## config.mk

```make
export PLATFORM = sky130hd
export DESIGN_NAME = mc_controller
export DESIGN_NICKNAME = d
export VERILOG_FILES = /design/src/rtl/mc_pkg.sv /design/src/rtl/mc_alu_decode.sv /design/src/rtl/mc_controller.sv
export SDC_FILE = /design/constraint.sdc
export NUM_CORES = 1
export LEC_CHECK = 0
export CORE_MARGIN = 2
export CORE_UTILIZATION = 51
export CTS_CLUSTER_DIAMETER = 200
export DETAILED_ROUTE_END_ITERATION = 7
export GPL_TIMING_DRIVEN = 1
export HOLD_SLACK_MARGIN = 0.15
export PLACE_DENSITY = 0.87
export SLEW_MARGIN = 20
export SYNTH_ARGS = -nofsm -noshare
export SYNTH_HDL_FRONTEND = slang
export SYNTH_SLANG_ARGS = --single-unit
```

## constraint.sdc

```tcl
create_clock -name clk -period 5 [get_ports clk]
set_input_delay 1.5 -clock clk [delete_from_list [all_inputs] [get_ports clk]]
set_output_delay 1.5 -clock clk [all_outputs]
set_load 0.03 [all_outputs]
```

## src/rtl/mc_pkg.sv

```systemverilog
// Shared types and encodings for the multicycle TF controller.
// Holds the state enum, the instruction field codes, the ALU/pc_en codes and the decode-step helper.
package mc_pkg;

    typedef enum logic [4:0] {
        S_PCINC,  S_FETCH,  S_DECODE, S_RTYPE,  S_ITYPE,  S_MOV,
        S_SCOND,  S_LSH,    S_LSHI,   S_SAR,    S_LUI,    S_MOVI,
        S_WB,     S_LOAD,   S_LD_WB,  S_STORE,  S_ST_DONE,
        S_JCOND,  S_JC_PC,  S_BCOND,  S_BR_PC,  S_JAL,    S_JAL_PC,
        S_ERR
    } state_t;

    // Every datapath strobe/select except the parametric-width alu_op.
    typedef struct packed {
        logic [1:0] pc_en;
        logic       pc_src;
        logic       ir_en;
        logic       mdr_en;
        logic       rf_we;
        logic       out_en;
        logic       b_sel;
        logic       ext_imm;
        logic       shift_arith;
        logic       mem_req;
        logic       mem_we;
        logic       mem_adr_sel;
        logic [1:0] a_sel;
        logic [1:0] rf_wsel;
        logic [1:0] out_sel;
        logic [1:0] shamt_sel;
        logic [1:0] shsrc_sel;
    } ctrl_t;

    localparam logic [3:0] OP_RTYPE  = 4'b0000;
    localparam logic [3:0] OP_MEM    = 4'b0100;
    localparam logic [3:0] OP_SHIFT  = 4'b1000;
    localparam logic [3:0] OP_BCOND  = 4'b1100;
    localparam logic [3:0] OP_LUI    = 4'b1111;
    localparam logic [3:0] OP_MOVI   = 4'b1011;

    localparam logic [3:0] EXT_MOV   = 4'b1101;
    localparam logic [3:0] EXT_LOAD  = 4'b0000;
    localparam logic [3:0] EXT_STORE = 4'b0100;
    localparam logic [3:0] EXT_SCOND = 4'b1101;
    localparam logic [3:0] EXT_JCOND = 4'b1100;
    localparam logic [3:0] EXT_LSH   = 4'b0100;
    localparam logic [3:0] EXT_SAR   = 4'b1000;

    // ALU function field, shared by R-type opcode_ext and I-type opcode.
    localparam logic [3:0] FN_AND    = 4'b0001;
    localparam logic [3:0] FN_OR     = 4'b0010;
    localparam logic [3:0] FN_XOR    = 4'b0011;
    localparam logic [3:0] FN_ADD    = 4'b0101;
    localparam logic [3:0] FN_ADDU   = 4'b0110;
    localparam logic [3:0] FN_ADDC   = 4'b0111;
    localparam logic [3:0] FN_SUB    = 4'b1001;
    localparam logic [3:0] FN_SUBC   = 4'b1010;
    localparam logic [3:0] FN_CMP    = 4'b1011;

    localparam logic [2:0] ALU_CMP   = 3'd0;
    localparam logic [2:0] ALU_AND   = 3'd1;
    localparam logic [2:0] ALU_OR    = 3'd2;
    localparam logic [2:0] ALU_ADD   = 3'd3;
    localparam logic [2:0] ALU_ADDC  = 3'd4;
    localparam logic [2:0] ALU_SUB   = 3'd5;
    localparam logic [2:0] ALU_SUBC  = 3'd6;
    localparam logic [2:0] ALU_XOR   = 3'd7;

    localparam logic [1:0] PC_HOLD   = 2'b00;
    localparam logic [1:0] PC_PCINC  = 2'b01;
    localparam logic [1:0] PC_LOAD   = 2'b10;
    localparam logic [1:0] PC_INC    = 2'b11;

    function automatic state_t decode_next(logic [3:0] op, logic [3:0] ext);
        state_t s;
        case (op)
            OP_RTYPE: s = (ext == EXT_MOV) ? S_MOV : S_RTYPE;
            OP_MEM: begin
                case (ext)
                    EXT_LOAD:  s = S_LOAD;
                    EXT_STORE: s = S_STORE;
                    EXT_SCOND: s = S_SCOND;
                    EXT_JCOND: s = S_JCOND;
                    default:   s = S_JAL;
                endcase
            end
            OP_SHIFT: begin
                case (ext)
                    EXT_LSH: s = S_LSH;
                    EXT_SAR: s = S_SAR;
                    default: s = S_LSHI;
                endcase
            end
            OP_BCOND: s = S_BCOND;
            OP_LUI:   s = S_LUI;
            OP_MOVI:  s = S_MOVI;
            default:  s = S_ITYPE;
        endcase
        return s;
    endfunction

endpackage

```

## src/rtl/mc_alu_decode.sv

```systemverilog
// Combinational ALU-function decode: R-type uses opcode_ext, I-type uses opcode.
// ADDC has no immediate form, so the I-type slot falls back to ADD.
module mc_alu_decode
    import mc_pkg::*;
#(
    parameter int ALU_OP_W = 5
) (
    input  logic [3:0]          opcode,
    input  logic [3:0]          opcode_ext,
    input  logic                is_rtype,
    output logic [ALU_OP_W-1:0] alu_op
);

    logic [3:0] fn;
    logic [2:0] code;

    always_comb begin
        fn = is_rtype ? opcode_ext : opcode;
        case (fn)
            FN_CMP:          code = ALU_CMP;
            FN_AND:          code = ALU_AND;
            FN_OR:           code = ALU_OR;
            FN_XOR:          code = ALU_XOR;
            FN_ADD, FN_ADDU: code = ALU_ADD;
            FN_ADDC:         code = is_rtype ? ALU_ADDC : ALU_ADD;
            FN_SUB:          code = ALU_SUB;
            FN_SUBC:         code = ALU_SUBC;
            default:         code = ALU_ADD;
        endcase
        alu_op = ALU_OP_W'(code);
    end

endmodule

```

## src/rtl/mc_controller.sv

```systemverilog
// Multicycle fetch/decode/execute/writeback controller for the 16-bit TF datapath,
// with a memory handshake, per-access wait timeout, fetch stall and retired-instruction count.
module mc_controller
    import mc_pkg::*;
#(
    parameter int WIDTH       = 16,
    parameter int ALU_OP_W    = 5,
    parameter int MEM_TIMEOUT = 15,
    parameter int TO_W        = 4,
    parameter int CNT_W       = 16
) (
    input  logic                clk,
    input  logic                reset,
    input  logic                stall,
    input  logic                mem_ready,
    input  logic [3:0]          opcode,
    input  logic [3:0]          opcode_ext,
    input  logic [WIDTH-1:0]    cond_codes,
    output logic [1:0]          pc_en,
    output logic                pc_src,
    output logic                ir_en,
    output logic                mdr_en,
    output logic                rf_we,
    output logic                out_en,
    output logic                b_sel,
    output logic                ext_imm,
    output logic                shift_arith,
    output logic                mem_req,
    output logic                mem_we,
    output logic                mem_adr_sel,
    output logic [1:0]          a_sel,
    output logic [1:0]          rf_wsel,
    output logic [1:0]          out_sel,
    output logic [1:0]          shamt_sel,
    output logic [1:0]          shsrc_sel,
    output logic [ALU_OP_W-1:0] alu_op,
    output logic                mem_err,
    output logic [CNT_W-1:0]    retired_cnt
);

    // state            | meaning
    // PCINC            | post-reset PC step, then fetch
    // FETCH            | instruction read (held while stall)
    // DECODE           | route on opcode/opcode_ext
    // RTYPE..MOVI      | single-cycle execute, then WB
    // WB / LD_WB       | register write + PC increment, retire
    // LOAD/STORE/ST_DONE | data access and its completion
    // JCOND/JC_PC, BCOND/BR_PC, JAL/JAL_PC | target compute, then PC update + retire
    // ERR              | memory timeout, frozen until reset

    state_t                state, state_next;
    logic [TO_W-1:0]       wait_cnt, wait_next;
    logic                  wait_expired;
    logic                  retire;
    logic                  is_rtype;
    logic                  unused_cc;
    logic [ALU_OP_W-1:0]   alu_dec, alu_c;
    ctrl_t                 ctrl_c, ctrl;

    mc_alu_decode #(.ALU_OP_W(ALU_OP_W)) u_alu_decode (
        .opcode     (opcode),
        .opcode_ext (opcode_ext),
        .is_rtype   (is_rtype),
        .alu_op     (alu_dec)
    );

    assign is_rtype     = (state == S_RTYPE);
    assign wait_expired = (wait_cnt == TO_W'(MEM_TIMEOUT));
    assign unused_cc    = ^cond_codes[WIDTH-1:1];

    always_comb begin
        state_next = state;
        ctrl_c     = '0;
        alu_c      = '0;
        retire     = 1'b0;
        case (state)
            S_PCINC: begin
                ctrl_c.pc_en = PC_PCINC;
                state_next   = S_FETCH;
            end
            S_FETCH: begin
                if (!stall) begin
                    ctrl_c.mem_req = 1'b1;
                    ctrl_c.ir_en   = mem_ready;
                    if (mem_ready)         state_next = S_DECODE;
                    else if (wait_expired) state_next = S_ERR;
                end
            end
            S_DECODE: state_next = decode_next(opcode, opcode_ext);
            S_RTYPE, S_ITYPE: begin
                ctrl_c.a_sel   = 2'd1;
                ctrl_c.b_sel   = 1'b1;
                ctrl_c.out_sel = 2'd1;
                ctrl_c.out_en  = 1'b1;
                alu_c          = alu_dec;
                state_next     = S_WB;
            end
            S_MOV: begin
                ctrl_c.shsrc_sel = 2'd2;
                ctrl_c.shamt_sel = 2'd3;
                ctrl_c.out_en    = 1'b1;
                state_next       = S_WB;
            end
            S_SCOND: begin
                ctrl_c.out_sel = 2'd2;
                ctrl_c.out_en  = 1'b1;
                state_next     = S_WB;
            end
            S_LSH: begin
                ctrl_c.out_en = 1'b1;
                state_next    = S_WB;
            end
            S_LSHI: begin
                ctrl_c.shamt_sel = 2'd1;
                ctrl_c.ext_imm   = 1'b1;
                ctrl_c.out_en    = 1'b1;
                state_next       = S_WB;
            end
            S_SAR: begin
                ctrl_c.shift_arith = 1'b1;
                ctrl_c.out_en      = 1'b1;
                state_next         = S_WB;
            end
            S_LUI: begin
                ctrl_c.shamt_sel = 2'd2;
                ctrl_c.shsrc_sel = 2'd1;
                ctrl_c.out_en    = 1'b1;
                state_next       = S_WB;
            end
            S_MOVI: begin
                ctrl_c.shamt_sel = 2'd3;
                ctrl_c.shsrc_sel = 2'd1;
                ctrl_c.out_en    = 1'b1;
                state_next       = S_WB;
            end
            S_WB: begin
                ctrl_c.rf_wsel = 2'd1;
                ctrl_c.rf_we   = 1'b1;
                ctrl_c.pc_en   = PC_INC;
                retire         = 1'b1;
                state_next     = S_FETCH;
            end
            S_LOAD: begin
                ctrl_c.mem_req     = 1'b1;
                ctrl_c.mem_adr_sel = 1'b1;
                ctrl_c.mdr_en      = mem_ready;
                if (mem_ready)         state_next = S_LD_WB;
                else if (wait_expired) state_next = S_ERR;
            end
            S_LD_WB: begin
                ctrl_c.rf_we = 1'b1;
                ctrl_c.pc_en = PC_INC;
                retire       = 1'b1;
                state_next   = S_FETCH;
            end
            S_STORE: begin
                ctrl_c.mem_req     = 1'b1;
                ctrl_c.mem_we      = 1'b1;
                ctrl_c.mem_adr_sel = 1'b1;
                if (mem_ready)         state_next = S_ST_DONE;
                else if (wait_expired) state_next = S_ERR;
            end
            S_ST_DONE: begin
                ctrl_c.pc_en = PC_INC;
                retire       = 1'b1;
                state_next   = S_FETCH;
            end
            S_JCOND: begin
                ctrl_c.shamt_sel = 2'd3;
                ctrl_c.shsrc_sel = 2'd2;
                ctrl_c.out_en    = 1'b1;
                state_next       = S_JC_PC;
            end
            S_JC_PC: begin
                ctrl_c.pc_src = cond_codes[0];
                ctrl_c.pc_en  = PC_LOAD;
                retire        = 1'b1;
                state_next    = S_FETCH;
            end
            S_BCOND: begin
                ctrl_c.shamt_sel = 2'd3;
                ctrl_c.shsrc_sel = 2'd1;
                ctrl_c.out_en    = 1'b1;
                state_next       = S_BR_PC;
            end
            S_BR_PC: begin
                ctrl_c.pc_src = cond_codes[0];
                ctrl_c.pc_en  = PC_INC;
                retire        = 1'b1;
                state_next    = S_FETCH;
            end
            S_JAL: begin
                ctrl_c.shamt_sel = 2'd3;
                ctrl_c.shsrc_sel = 2'd2;
                ctrl_c.out_en    = 1'b1;
                ctrl_c.rf_wsel   = 2'd2;
                ctrl_c.rf_we     = 1'b1;
                state_next       = S_JAL_PC;
            end
            S_JAL_PC: begin
                ctrl_c.pc_src = 1'b1;
                ctrl_c.pc_en  = PC_LOAD;
                retire        = 1'b1;
                state_next    = S_FETCH;
            end
            S_ERR: state_next = S_ERR;
            default: begin
                ctrl_c.pc_en = PC_HOLD;
                state_next   = S_PCINC;
            end
        endcase
    end

    // Outputs are forced low while reset is held so a pending memory request drops at once.
    assign ctrl   = reset ? '0 : ctrl_c;
    assign alu_op = reset ? '0 : alu_c;

    assign pc_en       = ctrl.pc_en;
    assign pc_src      = ctrl.pc_src;
    assign ir_en       = ctrl.ir_en;
    assign mdr_en      = ctrl.mdr_en;
    assign rf_we       = ctrl.rf_we;
    assign out_en      = ctrl.out_en;
    assign b_sel       = ctrl.b_sel;
    assign ext_imm     = ctrl.ext_imm;
    assign shift_arith = ctrl.shift_arith;
    assign mem_req     = ctrl.mem_req;
    assign mem_we      = ctrl.mem_we;
    assign mem_adr_sel = ctrl.mem_adr_sel;
    assign a_sel       = ctrl.a_sel;
    assign rf_wsel     = ctrl.rf_wsel;
    assign out_sel     = ctrl.out_sel;
    assign shamt_sel   = ctrl.shamt_sel;
    assign shsrc_sel   = ctrl.shsrc_sel;

    // Any state change restarts the wait budget; stalled fetch cycles leave it untouched.
    always_comb begin
        if (state_next != state)
            wait_next = '0;
        else if (ctrl.mem_req && !mem_ready)
            wait_next = wait_cnt + 1'b1;
        else
            wait_next = wait_cnt;
    end

    always_ff @(posedge clk or posedge reset) begin
        if (reset) begin
            state       <= S_PCINC;
            wait_cnt    <= '0;
            retired_cnt <= '0;
            mem_err     <= 1'b0;
        end else begin
            state    <= state_next;
            wait_cnt <= wait_next;
            if (retire)
                retired_cnt <= retired_cnt + 1'b1;
            if (state_next == S_ERR)
                mem_err <= 1'b1;
        end
    end

endmodule

```

==> results.json, run 1 <==
{
  "status": "finished, final reports clean",
  "fp.coreArea_um2": 4350,
  "grt_use_total_pct": 22.0,
  "ys.flop_type": "dfrtp_1",
  "yosysWarnings": 0,
  "numPortBuffers": 54,
  "crit_type": "in -> out",
  "clock_sinks": 26,
  "grt_max_degree": 31,
  "synthTopCellsByCount": "dfrtp_1, nor2_1, nand2_1",
  "die_x_um": 71.4,
  "clkTransAtPathRegs_ns": 0.08,
  "clock_latency_ns": 0.27,
  "arrival_ns": 3.29,
  "crit_path_end_kind": "output port",
  "hpwl_um": 4010,
  "cts_buffers": 3,
  "drive_gt1_share_pct": 13.5,
  "antenna_found_initial": 0,
  "h-tree-depth": 1,
  "clock_path_buffers": 2,
  "synth_area_leaders": "dfrtp_1, xnor2_1, nor2_1",
  "worst-slew-pin-transition_ns": 1.01,
  "met1_usage_pct": 30.9,
  "post_drt_wl_per_cell_um": 14.9,
  "drt_first_pass_iters": 4,
  "hold_viol_final": 0,
  "place.gp.congestion": 0.882,
  "vdd_drop_max_uv": 537,
  "grt_pass1_vias": 2034,
  "synth-seq-area-share_pct": 28.1,
  "final.setup_skew_ns": 0.00266,
  "synth_top_cell_by_area": "dfrtp_1",
  "p_total_mw": 1.39,
  "fin_setup_tns_ns": 0,
  "cts_hold_buf": 0,
  "critPathRequiredTime_ns": 3.50,
  "io_pins": 73,
  "globalRouteOverflowTotal": 0,
  "die_area_um2": 5100,
  "syn_area_um2": 2320,
  "die_h_um": 71.4,
  "yosysUniqueCellTypes": 66,
  "leakagePower_nw": 1.17,
  "timing.final.crit_share_pct": 95.8,
  "synthCells": 280,
  "rows": 24,
  "synthArstFlopShare_pct": 100,
  "start_kind": "input pin",
  "drt_iter0_drc": 399,
  "fmax_mhz": 209,
  "slew_violations": 0,
  "cts.repair.resized": 0,
  "post-cts-setup-buffers": 0,
  "syn2layout_area_growth_pct": 23.6,
  "min_period_ns": 4.79,
  "syn_area_per_cell_um2": 8.28,
  "fin_nets": 349,
  "synth_edf_count": 0,
  "via_per_inst": 6.01,
  "met3_usage_pct": 1.55,
  "cts_tree": "built",
  "power_density_nw_per_um2": 486,
  "num_antenna_cells": 0,
  "cap_violations": 0,
  "setup_viol_count_final": 0,
  "cp_max_fo": 6,
  "grt_pass1_wl_um": 9350,
  "synth_most_common_cell": "dfrtp_1",
  "timing.slew.headroom_pct": 32.9,
  "ant_nets": 0,
  "drcViolationCount": 0,
  "drt-total-wl_um": 5500,
  "met2_usage_pct": 37.0,
  "top_usage_layer": "met2",
  "rsz0062_at_grt": "false",
  "cts-root-buf": "clkbuf_8",
  "num_vias": 2224,
  "min_path_type": "reg -> reg",
  "initial_core_util_pct": 53.2,
  "ys_ff_latch": 26,
  "synth_top_area_share_pct": 28.1
}
layout make-up:
type / count / area, um2
sequential: 26 / 651
multi-input combinational: 218 / 1480
inverter: 10 / 37.5
clock buffer: 3 / 41.3
fill: 363 / 1490
clock inverter: 1 / 30.0
timing repair buffer: 60 / 558
tap: 52 / 65.1
metrics by stage:
stage | util (%) | setup WS (ns) | instance area [um2] | std cells | hold WS, ns
after global placement | 64.2 | 0.233 | 2790 | 366 | 0.456
final | 65.8 | 0.210 | 2870 | 370 | 0.480
after CTS | 65.8 | 0.217 | 2870 | 370 | 0.485
after floorplan | - | 0.0124 | 2330 | 282 | 0.517
after global routing | 65.8 | 0.133 | 2870 | 370 | 0.511
after detailed placement | 64.2 | 0.222 | 2790 | 366 | 0.462
critical path, cell delays in order:
cell	delay (ns)
clkdlybuf4s50_1	0.51
buf_4	0.21
a2111oi_2	0.31
clkdlybuf4s50_1	0.75
logic make-up after synthesis:
| group | share of synthesized area (%) |
|---|---|
| and+or+nand+nor | 31.9 |
| AOI/OAI and AO/OA | 20.2 |
| buffers and inverters | 8.58 |
| DFF | 28.1 |
| xor gates and xnor gates | 9.07 |
| adders and majority gates | 1.08 |
| muxes | 0.917 |
| other | 0.162 |
flip-flops by register name, indices dropped and copies added, names as in the netlist:
| register | count |
|---|---|
| mem_err | 1 |
| retired_cnt | 16 |
| state | 5 |
| wait_cnt | 4 |
path summary, 6_finish.rpt:
check / slack [ns] / depth (start not counted) / startpoint / end
max: 0.21 / 4 / reset / a_sel[0]
min: 0.48 / 1 / retired_cnt[15]$_DFFE_PP0P_ / retired_cnt[15]$_DFFE_PP0P_
max reg2reg: 2.42 / 6 / state[2]$_DFF_PP0_ / wait_cnt[3]$_DFFE_PP0P_
min reg2reg: 0.48 / 1 / retired_cnt[15]$_DFFE_PP0P_ / retired_cnt[15]$_DFFE_PP0P_
max in group asynchronous: 2.83 / 4 / reset / retired_cnt[2]$_DFFE_PP0P_
min in group asynchronous: 1.94 / 4 / reset / retired_cnt[3]$_DFFE_PP0P_
per-layer routing:
layer  vias up  share of wire (%)
li1       1081                  -
met1      1043                 44
met2        94                 49
met3         6                6.1
met4         0               0.84
met5         -                  0
report_power, final:
group	switching (mW)	leakage, nW	total [mW]	internal, mW
Combinational	0.464	0.789	0.826	0.362
Clock	0.0618	0.0357	0.169	0.107
Sequential	0.147	0.347	0.399	0.252
Total	0.673	1.17	1.39	0.721
layout by cell type, fill, tap and decap left out, types with 3 or more instances in the layout:
cell type,count
a211oi_1,4
a21oi_1,9
a31oi_1,5
and2_1,5
and3_1,5
buf_4,17
clkbuf_8,3
clkdlybuf4s50_1,43
conb_1,3
dfrtp_1,26
inv_1,10
nand2_1,18
nand2b_1,4
nand3_1,10
nand3b_1,5
nand4_1,6
nand4b_1,3
nor2_1,25
nor2b_1,12
nor3_1,12
nor4_1,3
nor4b_2,3
o21ai_0,8
or2_2,3
or3_1,5
xnor2_1,15
xor2_1,9
(Power assumes the default switching activity.)
==> run 2, diff against run 1 <==
GPL_ROUTABILITY_DRIVEN = 0   (was unset)
clock period = 6 ns   (was 5 ns; I/O delays follow)
==> run 2 against run 1 <==
  * Clock-buffer cell count rose by 1
  * Cell area fell by 0.61%
  * Non-clock buffer count fell by 1
  * Largest power group unchanged
==> results.json, run 2 (synthesis gave the netlist of run 1 again) <==
{
  "status": "finished, final reports clean",
  "stdcell_area_um2": 2850,
  "grt_pass1_vias": 1959,
  "num_antenna_cells": 0,
  "grt_use_total_pct": 20.4,
  "cp_max_fo": 10,
  "post_drt_wl_per_cell_um": 14.3,
  "initial_core_util_pct": 53.2,
  "most-common-layout-cells": "clkdlybuf4s50_1, dfrtp_1, nor2_1",
  "hp-start": "retired_cnt[15]$_DFFE_PP0P_",
  "drt_first_pass_iters": 4,
  "fp.coreArea_um2": 4350,
  "r2r_end": "retired_cnt[13]$_DFFE_PP0P_",
  "grt_pass1_wl_um": 8830,
  "grt_max_degree": 31,
  "fmax_mhz": 181,
  "slew_violations": 0,
  "crit_type": "in -> out",
  "cap_violations": 0,
  "timing.final.crit_share_pct": 91.9,
  "switching_share_pct": 49.1,
  "timing.slew.headroom_pct": 36.4,
  "fin_ws_ns": 0.485,
  "drive_gt1_share_pct": 11.4,
  "die_x_um": 71.4,
  "leakagePower_nw": 1.15,
  "critPathRequiredTime_ns": 4.20,
  "reg2reg_depth": 6,
  "antenna_found_initial": 0,
  "largest_register_ffs": 16,
  "ant_nets": 0,
  "hpwl_um": 3910,
  "cts_hold_buf": 0,
  "r2r_slack_ns": 3.46,
  "clock_sinks": 26,
  "clock_path_buffers": 2,
  "syn2layout_area_growth_pct": 22.8,
  "place_area_um2": 2790,
  "vdd_drop_max_uv": 267,
  "via_per_inst": 5.91,
  "drcViolationCount": 0,
  "fin_setup_tns_ns": 0,
  "pwr-share-seq_pct": 30.5,
  "final.setup_skew_ns": 0.00112,
  "reg_top3": "retired_cnt (16), state (5), wait_cnt (4)",
  "hold_viol_final": 0,
  "drt-total-wl_um": 5290,
  "io_pins": 73,
  "cts-root-buf": "clkbuf_8",
  "arrival_ns": 3.72,
  "power.internal_mw": 0.567,
  "min_path_cells": 1,
  "timing.rr.start": "state[2]$_DFF_PP0_",
  "power_density_nw_per_um2": 391,
  "h-tree-depth": 1,
  "power.switching_mw": 0.547,
  "clkPwrFrac_pct": 9.6,
  "fin_nets": 348,
  "numPortBuffers": 54,
  "drt_iter0_drc": 294,
  "p_total_mw": 1.11,
  "layout_commonest_cell": "clkdlybuf4s50_1",
  "min_path_type": "reg -> reg",
  "min_to": "retired_cnt[15]$_DFFE_PP0P_",
  "num_vias": 2181,
  "post-cts-setup-buffers": 0,
  "cts.repair.resized": 0,
  "clkTransAtPathRegs_ns": 0.08,
  "power_frac_comb_pct": 59.9,
  "cts_tree": "built",
  "regMostFlops": "retired_cnt",
  "worst-slew-pin-transition_ns": 0.954,
  "die_h_um": 71.4,
  "place_ws_ns": 0.480,
  "multi_input_area_um2": 1480,
  "crit_path_end_kind": "output port",
  "fill_cells": 369,
  "regArea_um2": 651,
  "rsz0062_at_grt": "false",
  "clock_latency_ns": 0.26,
  "start_kind": "input pin",
  "globalRouteOverflowTotal": 0,
  "min_period_ns": 5.52,
  "setup_viol_count_final": 0,
  "die_area_um2": 5100,
  "cts_buffers": 3,
  "rows": 24
}
run 2: power groups by stage:
stage	sequential, mW	combinational [mW]	clock [mW]
finish	0.340	0.667	0.107
global route	0.351	0.720	0.116
CTS	0.336	0.667	0.110
detailed placement	0.338	0.665	0
global placement	0.338	0.654	0
floorplan	0.284	0.548	0
run 2: final cells by class:
| cell class | count | share of cell area (%) |
|---|---|---|
| clock buffer | 4 | 1.93 |
| timing repair buffer | 59 | 19.8 |
| inverter | 10 | 1.32 |
| multi-input combinational | 218 | 51.8 |
| sequential | 26 | 22.8 |
| tap | 52 | 2.28 |
run 2: critical path, stage by stage:
cell	delay (ns)
clkdlybuf4s50_1	0.69
xnor2_1	0.13
a211oi_1	0.27
o211a_1	0.17
clkdlybuf4s50_1	0.66
run 2: routing by layer:
layer	wire length [um]	track usage (%)	share of wire, %	vias to the layer above
met5	0	0	0	-
met1	2390	29.5	45	1051
met3	237	1.69	4.5	2
li1	-	-	-	1072
met4	14	3.35	0.26	0
met2	2650	34.3	50	56
run 2: worst max-delay path by stage:
stage,start,to,cells past startpoint
global placement,opcode[0],alu_op[2],5
CTS,opcode[0],alu_op[2],5
floorplan,reset,out_sel[1],4
detailed placement,opcode[0],alu_op[2],5
finish,opcode[0],alu_op[2],5
global route,opcode[0],alu_op[2],5
run 2: metrics by stage:
stage	hold slack (ns)	std cells	util, %
after floorplan	0.517	282	-
after global placement	0.457	365	64.1
after detailed placement	0.470	365	64.1
after CTS	0.493	369	65.4
after global routing	0.511	369	65.4
final	0.481	369	65.4
==> run 3, diff against run 2 <==
GPL_TIMING_DRIVEN = 0   (was 1)
==> run 3 against run 2 <==
  * Maximum frequency down 5.1%
  * Via count up 9.4%
  * Clock skew up 0.0019 ns
  * Non-clock buffer count up 20
  * Final cell count up 5.7%
  * Worst hold slack better by 0.012 ns
  * Largest power group unchanged
==> results.json, run 3 (synthesis gave the netlist of run 1 again) <==
{
  "drcViolationCount": 0,
  "h-tree-depth": 1,
  "start_kind": "input pin",
  "most-common-layout-cells": "clkdlybuf4s50_1, dfrtp_1, nor2_1",
  "timing.final.crit_share_pct": 96.8,
  "die_area_um2": 5100,
  "syn2layout_area_growth_pct": 28.5,
  "post_drt_wl_per_cell_um": 15.3,
  "fin_cells": 390,
  "crit_type": "in -> out",
  "timing.slew.headroom_pct": 54.1,
  "num_antenna_cells": 0,
  "grt_use_total_pct": 24.5,
  "min_to": "mem_err$_DFFE_PP0N_",
  "setup_viol_count_final": 0,
  "drt_first_pass_iters": 5,
  "drt_iter0_drc": 243,
  "p_total_mw": 1.21,
  "antenna_found_initial": 0,
  "fin_util_pct": 68.4,
  "clock_sinks": 26,
  "power_density_nw_per_um2": 406,
  "min_path_type": "reg -> reg",
  "cts_hold_buf": 0,
  "reg_top3": "retired_cnt (16), state (5), wait_cnt (4)",
  "clock_path_buffers": 2,
  "grt_max_degree": 16,
  "min_period_ns": 5.81,
  "hpwl_um": 4490,
  "ant_nets": 0,
  "rsz0062_at_grt": "false",
  "initial_core_util_pct": 53.2,
  "io_pins": 73,
  "min_path_cells": 1,
  "arrival_ns": 4.01,
  "reg2reg_depth": 6,
  "final.setup_skew_ns": 0.00297,
  "cap_violations": 0,
  "crit_path_end_kind": "output port",
  "slew_violations": 0,
  "critPathRequiredTime_ns": 4.20,
  "fill_cells": 359,
  "vdd_drop_max_uv": 325,
  "timing.rr.start": "state[2]$_DFF_PP0_",
  "fin_nets": 369,
  "regMostFlops": "retired_cnt",
  "rows": 24,
  "die_x_um": 71.4,
  "leakagePower_nw": 1.21,
  "clock_latency_ns": 0.26,
  "status": "finished, final reports clean",
  "drive_gt1_share_pct": 14.8,
  "die_h_um": 71.4,
  "layout_commonest_cell": "clkdlybuf4s50_1",
  "grt_pass1_wl_um": 10400,
  "clkTransAtPathRegs_ns": 0.09,
  "place_ws_ns": -0.566,
  "largest_register_ffs": 16,
  "hp-start": "mem_err$_DFFE_PP0N_",
  "r2r_end": "wait_cnt[2]$_DFFE_PP0P_",
  "r2r_slack_ns": 3.83,
  "multi_input_area_um2": 1480,
  "hold_viol_final": 0,
  "cp_max_fo": 11,
  "fin_ws_ns": 0.190,
  "dp.cells": 384,
  "fmax_mhz": 172,
  "globalRouteOverflowTotal": 0,
  "via_per_inst": 6.12,
  "numPortBuffers": 50,
  "num_vias": 2385,
  "regArea_um2": 651,
  "cts_tree": "built",
  "fp.coreArea_um2": 4350,
  "drt-total-wl_um": 5980,
  "cts_buffers": 3,
  "worst-slew-pin-transition_ns": 0.679,
  "cts-root-buf": "clkbuf_8",
  "grt_pass1_vias": 2220
}
## run 3: critical path: stages
cell             delay [ns]
clkdlybuf4s50_1        0.58
clkbuf_1               0.50
clkinvlp_4             0.27
nand2_1                0.18
nor4_1                 0.06
clkdlybuf4s50_1        0.61
## run 3: how the worst max path moves through the flow
| stage | startpoint | cells past startpoint | slack (ns) | to |
|---|---|---|---|---|
| after floorplan | reset | 4 | 0.27 | out_sel[1] |
| after global placement | reset | 6 | -0.51 | out_sel[1] |
| after detailed placement | reset | 6 | -0.57 | out_sel[1] |
| after CTS | reset | 6 | 0.21 | out_sel[1] |
| after global routing | reset | 6 | 0.05 | rf_wsel[0] |
| final | reset | 6 | 0.19 | rf_wsel[0] |
## run 3: metal layers
| metal | global-route usage, % | share of wire, % |
|---|---|---|
| met1 | 34.0 | 43 |
| met2 | 40.8 | 49 |
| met3 | 1.97 | 6.6 |
| met5 | 0 | 0 |
| met4 | 7.55 | 1.5 |
## run 3: cell type report
class | instances | area share [%]
plain buffers | 28 | 5.42
clock buffers | 3 | 1.39
clock inverters | 1 | 1.01
inverters | 10 | 1.39
multi-input cells | 218 | 49.6
flip-flops and latches | 26 | 21.8
well taps | 52 | 2.18
repair buffers | 51 | 17.1
repair inverters | 1 | 0.168
## run 3: per-stage QoR
stage | setup TNS, ns | hold slack (ns) | cell area, um2
2_1_floorplan | 0 | 0.517 | 2330
3_3_place_gp | -2.24 | 0.455 | 2890
3_5_place_dp | -2.55 | 0.479 | 2890
4_1_cts | 0 | 0.503 | 2980
5_1_grt | 0 | 0.526 | 2980
6_report | 0 | 0.494 | 2980
## run 3: timing repair
action | in CTS | in global routing
resized for setup | 1 | 0
endpoints found under the hold margin | 0 | 0
endpoints found under the setup margin | 8 | 0
buffers inserted | 1 | 0
## run 3: power breakdown
part / internal (mW) / switching [mW] / total, mW / leakage, nW
clock network: 0.0891 / 0.0506 / 0.140 / 0.0357
logic: 0.333 / 0.488 / 0.820 / 0.832
registers: 0.212 / 0.0387 / 0.251 / 0.347
